<file path="src/rtl/custom_axi_ip_pkg.sv">
// Shared types for the custom AXI IP blocks: controller status and job error codes.
package custom_axi_ip_pkg;

  typedef enum logic [1:0] {
    IDLE  = 2'd0,
    BUSY  = 2'd1,
    DONE  = 2'd2,
    ERROR = 2'd3
  } status_e;

  typedef enum logic [1:0] {
    ERR_NONE      = 2'd0,
    ERR_ZERO_ITER = 2'd1,
    ERR_ABORT     = 2'd2,
    ERR_OVERFLOW  = 2'd3
  } err_e;

  localparam int DEFAULT_DATA_WIDTH = 32;
  localparam int DEFAULT_CNT_WIDTH  = 8;

endpackage

</file>
<file path="src/rtl/custom_axi_ip_addsat.sv">
// Combinational adder with carry-out; with CUSTOM_AXI_IP_SAT_EN the sum clamps to all-ones on carry.
module custom_axi_ip_addsat #(
  parameter int DATA_WIDTH = 32
) (
  input  logic [DATA_WIDTH-1:0] a,
  input  logic [DATA_WIDTH-1:0] b,
  output logic [DATA_WIDTH-1:0] sum,
  output logic                  carry
);

  logic [DATA_WIDTH:0] raw;

  assign raw   = {1'b0, a} + {1'b0, b};
  assign carry = raw[DATA_WIDTH];

`ifdef CUSTOM_AXI_IP_SAT_EN
  assign sum = carry ? {DATA_WIDTH{1'b1}} : raw[DATA_WIDTH-1:0];
`else
  assign sum = raw[DATA_WIDTH-1:0];
`endif

endmodule

</file>
<file path="src/rtl/custom_axi_ip_accum.sv">
// Accumulate engine: seed + step repeated iter times, valid/ack result handshake.
// CUSTOM_AXI_IP_SAT_EN selects saturating adds (with sat_o) instead of an overflow error.
module custom_axi_ip_accum
  import custom_axi_ip_pkg::*;
#(
  parameter int DATA_WIDTH = DEFAULT_DATA_WIDTH,
  parameter int CNT_WIDTH  = DEFAULT_CNT_WIDTH
) (
  input  logic                  clk_i,
  input  logic                  rst_ni,
  input  logic                  start_i,
  input  logic [DATA_WIDTH-1:0] seed_i,
  input  logic [DATA_WIDTH-1:0] step_i,
  input  logic [CNT_WIDTH-1:0]  iter_i,
  input  logic                  abort_i,
  input  logic                  ack_i,
  output logic [DATA_WIDTH-1:0] result_o,
  output logic                  valid_o,
  output logic                  busy_o,
  output logic [CNT_WIDTH-1:0]  iter_cnt_o,
  output err_e                  err_o,
`ifdef CUSTOM_AXI_IP_SAT_EN
  output logic                  sat_o,
`endif
  output status_e               status_o
);

  status_e               state, state_next;
  err_e                  err, err_next;
  logic [DATA_WIDTH-1:0] acc, acc_next;
  logic [DATA_WIDTH-1:0] step, step_next;
  logic [DATA_WIDTH-1:0] result, result_next;
  logic [CNT_WIDTH-1:0]  iter, iter_next;
  logic [CNT_WIDTH-1:0]  cnt, cnt_next;
  logic [DATA_WIDTH-1:0] sum;
  logic                  carry;
`ifdef CUSTOM_AXI_IP_SAT_EN
  logic                  sat, sat_next;
`endif

  custom_axi_ip_addsat #(.DATA_WIDTH(DATA_WIDTH)) u_addsat (
    .a     (acc),
    .b     (step),
    .sum   (sum),
    .carry (carry)
  );

  always_comb begin
    state_next  = state;
    err_next    = err;
    acc_next    = acc;
    step_next   = step;
    result_next = result;
    iter_next   = iter;
    cnt_next    = cnt;
`ifdef CUSTOM_AXI_IP_SAT_EN
    sat_next    = sat;
`endif
    case (state)
      IDLE: begin
        if (start_i) begin
          cnt_next = '0;
`ifdef CUSTOM_AXI_IP_SAT_EN
          sat_next = 1'b0;
`endif
          if (iter_i == '0) begin
            state_next = ERROR;
            err_next   = ERR_ZERO_ITER;
          end else begin
            acc_next   = seed_i;
            step_next  = step_i;
            iter_next  = iter_i;
            state_next = BUSY;
          end
        end
      end
      BUSY: begin
        // Abort is checked first so it beats both completion and overflow.
        if (abort_i) begin
          state_next = ERROR;
          err_next   = ERR_ABORT;
        end else if (cnt == iter) begin
          state_next  = DONE;
          result_next = acc;
        end else begin
          acc_next = sum;
          cnt_next = cnt + CNT_WIDTH'(1);
`ifdef CUSTOM_AXI_IP_SAT_EN
          if (carry) sat_next = 1'b1;
`else
          if (carry) begin
            state_next  = ERROR;
            err_next    = ERR_OVERFLOW;
            result_next = '0;
          end
`endif
        end
      end
      DONE: begin
        if (ack_i) state_next = IDLE;
      end
      ERROR: begin
        if (ack_i) begin
          state_next = IDLE;
          err_next   = ERR_NONE;
        end
      end
      default: state_next = IDLE;
    endcase
  end

  always_ff @(posedge clk_i or negedge rst_ni) begin
    if (!rst_ni) begin
      state  <= IDLE;
      err    <= ERR_NONE;
      acc    <= '0;
      step   <= '0;
      result <= '0;
      iter   <= '0;
      cnt    <= '0;
`ifdef CUSTOM_AXI_IP_SAT_EN
      sat    <= 1'b0;
`endif
    end else begin
      state  <= state_next;
      err    <= err_next;
      acc    <= acc_next;
      step   <= step_next;
      result <= result_next;
      iter   <= iter_next;
      cnt    <= cnt_next;
`ifdef CUSTOM_AXI_IP_SAT_EN
      sat    <= sat_next;
`endif
    end
  end

  assign status_o   = state;
  assign busy_o     = (state == BUSY);
  assign valid_o    = (state == DONE);
  assign err_o      = err;
  assign result_o   = result;
  assign iter_cnt_o = cnt;
`ifdef CUSTOM_AXI_IP_SAT_EN
  assign sat_o      = sat;
`endif

endmodule
</file>
<file path="config.mk">
export PLATFORM = sky130hd
export DESIGN_NAME = custom_axi_ip_accum
export DESIGN_NICKNAME = d
export VERILOG_FILES = /design/src/rtl/custom_axi_ip_pkg.sv /design/src/rtl/custom_axi_ip_addsat.sv /design/src/rtl/custom_axi_ip_accum.sv
export SDC_FILE = /design/constraint.sdc
export NUM_CORES = 1
export LEC_CHECK = 0
export CORE_MARGIN = 3
export CORE_UTILIZATION = 37
export CTS_BUF_LIST = sky130_fd_sc_hd__clkbuf_8
export DETAILED_ROUTE_END_ITERATION = 7
export PLACE_DENSITY = 0.66
export SLEW_MARGIN = 20
export SYNTH_ARGS = -nofsm -noshare
export SYNTH_HDL_FRONTEND = slang
export SYNTH_SLANG_ARGS = --single-unit
</file>
<file path="constraint.sdc">
create_clock -name clk_i -period 2.8 [get_ports clk_i]
set_input_delay 0.42 -clock clk_i [delete_from_list [all_inputs] [get_ports clk_i]]
set_output_delay 0.42 -clock clk_i [all_outputs]
set_load 0.02 [all_outputs]
</file>
==> results.md <==
* Die Area at 18630 sq um
* Max incr delay on CP at 0.43 ns
* Starting density of the core at 0.3786
* CTS tree: built
* Ant diodes at 0
* Clock-pin slew of the registers on the worst-case setup and hold paths at 0.08 ns
* Hold buffers post-CTS at 0
* Most frequent cells in the layout: clkdlybuf4s50_1 (121), dfrtp_1 (116), buf_4 (77)
* Crit path buffers/inverters at 2
* Synth top area cells: dfrtp_1 (46%), mux2_2 (7.0%), ha_1 (6.6%), a21oi_1 (4.9%), a22o_1 (4.4%)
* WL per Instance at 16.87 um
* Io pins at 123
* Clock latency on the worst-skew pair at 0.45 ns
* Slack of the critical path at -0.2144 ns
* Port Buffers at 122
* Worst Max-Slew Pin Slew at 0.7514 ns
* Die X-Extent at 136.5 um
* Max-Cap Viols at 0
* Slowest-stage cell, CP: or4_4
* Mapped Area at 6301 sq um
* Yosys reg bits at 116
* Cell family with most CP delay: compound AO/OA/AOI/OAI gates
* Dpl cells at 1001
* Cells on worst reg2reg path at 15
* CTS Buf Count at 17
* Cells along the critical path: ha_2 > inv_2 > fa_2 > nor2b_4 > o21ai_2 > a21boi_2 > or4_4 > buf_4 > a31oi_4 > o21ai_1 > a21o_1 > a21oi_2 > nor3_1 > mux2_1 > a31oi_1
* Asr flop ratio synth at 1.000
* Syn nets at 729
* RSZ-0062 raised after global routing: yes
* # fillers at 1470
* First-pass GRT wire length at 28.56 mm
* Drt drc at 0
* Via count at 5397
* Worst r2r src: acc[0]$_DFFE_PN0P_
* Hold Slack at 0.04259 ns
* Setup Crit Path Kind: flip-flop to flip-flop
* Largest net degree at the start of global routing at 58
* Syn avg cell area at 10.20 sq um
* GRT overflow at 0
* Num rows at 47
* Final period utilization at 1.077
* Worst ir drop on vdd at 0.5461 mV
* First-pass DRT Iterations at 4
* Critical Path End Type: flip-flop
* Tot GR Track Use at 0.1948
* Startpoint type of the worst setup path: flip-flop
* R2R Setup Slk at -0.21 ns
* Leak at 4.012 nW
* Rel. slew slack at 0.4991
* Detail Placement HPWL at 12.90 mm
* Crit path DAT at 3.38 ns
* Failing checks: negative setup slack
* Vias per cell at 5.150
* Post-synth EDFFs at 0
* Final-report hold violation count at 0
* Global placement routability congestion at 0.8572
* Layout net count at 927
* Clock Tree Buf Depth at 2
* Synth Instances at 618
* Yosys cell types at 55
* CP Max Fanout at 2
* Top-area cell type share of the netlist area at 0.4607
* Max Clk Rate at 331.7 MHz
* Clk_skew at 0.01513 ns
* Final wirelength at 17.68 mm
* Initial antenna violation count at 0
* Die height at 136.5 um
* Max-slew violation count at 0
* ANT nets after route at 0
* Root buf cell: clkbuf_8
* PwrDens at 1318 nW/um^2
* Htree depth at 4
* Final Critical Period at 3.014 ns
* Layout cells sized above 1 at 0.2379
* P&R area growth vs syn at 42.67%
* Status: finished with violations
* Ys Warns at 0
* Core area at 16640 sq um
* Number of setup violations in the final report at 40
* CTS Sinks at 116
* Synth area leader: dfrtp_1
* Layout Cells excl Fill at 1048
* Ys flop type: dfrtp_1
* Number of global-route vias before repair at 5631
* Register area share after synthesis at 0.4607
* Setup TNS at -6.304 ns
* Hold Path Class: input pin to async pin
* CP Data Required Time at 3.17 ns
* Starting DRC count in detailed routing at 312
* Most common cell after layout, fill and taps aside: clkdlybuf4s50_1
* Reg2reg end: acc[26]$_DFFE_PN0P_
flip-flops by register name, indices dropped and copies added, names as in the netlist:
name,count
acc,32
result_o,32
step,32
iter,8
iter_cnt_o,8
err_o,2
status_o,2
metal layers:
metal / track usage / wire [um] / vias up
li1: - / - / 2630
met1: 0.2539 / 8081 / 2617
met2: 0.3278 / 8591 / 128
met3: 0.04632 / 758 / 22
met4: 0.04815 / 244 / 0
met5: 0 / 0 / -
how the worst max path moves through the flow:
stage                                   start                  endpoint  slack [ns]  cells after the start
final                      acc[0]$_DFFE_PN0P_       acc[26]$_DFFE_PN0P_       -0.21                     15
after global routing       acc[0]$_DFFE_PN0P_  result_o[19]$_DFFE_PN0P_       -0.34                     16
after CTS                  acc[0]$_DFFE_PN0P_  result_o[24]$_DFFE_PN0P_       -0.18                     16
after detailed placement  step[0]$_DFFE_PN0P_   result_o[9]$_DFFE_PN0P_       -0.23                     15
after global placement     acc[1]$_DFFE_PN0P_       acc[31]$_DFFE_PN0P_       -0.15                     12
after floorplan            acc[0]$_DFFE_PN0P_   result_o[1]$_DFFE_PN0P_       -0.07                     15
synth_stat cells (all sizes together) (4+ instances only):
| library cell | n |
|---|---|
| o21bai | 4 |
| and3 | 9 |
| xnor2 | 15 |
| a31oi | 8 |
| clkbuf | 23 |
| inv | 9 |
| o21ai | 47 |
| a21o | 16 |
| a22o | 32 |
| nand4 | 9 |
| nor2b | 8 |
| mux2 | 40 |
| buf | 6 |
| nor3 | 9 |
| nor2 | 51 |
| ha | 33 |
| nand3 | 4 |
| a21oi | 64 |
| nand2 | 49 |
| xor2 | 24 |
| dfrtp | 116 |
| nand2b | 7 |
through the flow:
step	util	cell area, sq um	setup slack, ns	power, mW
after floorplan	-	6322	-0.06523	7.157
after global placement	0.4978	8284	-0.1523	9.474
after CTS	0.5318	8851	-0.1822	11.45
after global routing	0.5402	8990	-0.3393	12.82
after detailed placement	0.4978	8284	-0.2318	9.595
final	0.5402	8990	-0.2144	11.84
kinds of logic (layout without fill, tap and decap cells):
logic type,count (synthesis),count (layout),share of synthesized area
muxes,42,42,0.07466
AOI/OAI and AO/OA,188,188,0.1944
and+or+nand+nor,161,161,0.1211
xor gates and xnor gates,39,39,0.05421
DFF,116,116,0.4607
buffers and inverters,38,248,0.02621
adders and majority gates,34,34,0.06871
what timing repair did:
item | in CTS | in global routing
setup buffers | 11 | 6
endpoints found under the setup margin | 42 | 48
cloned | 2 | 0
pin swaps | 27 | 20
gates resized for setup | 11 | 28
where the power goes:
group	switching (mW)	internal [mW]	leakage (nW)
clock	0.679	0.751	0.185
combinational	3.76	3.81	2.36
sequential	0.523	2.32	1.46
total	4.96	6.88	4.01
final cells by class:
cell class,instances,area (sq um),area share
multi-input cells,464,3450,0.3837
clock buffers,20,275.3,0.03062
clock inverters,11,87.58,0.009743
well taps,220,275.3,0.03062
flip-flops and latches,116,2903,0.3229
repair buffers,208,1966,0.2187
inverters,9,33.78,0.003758
No activity file was read; power rests on OpenSTA's default activity.
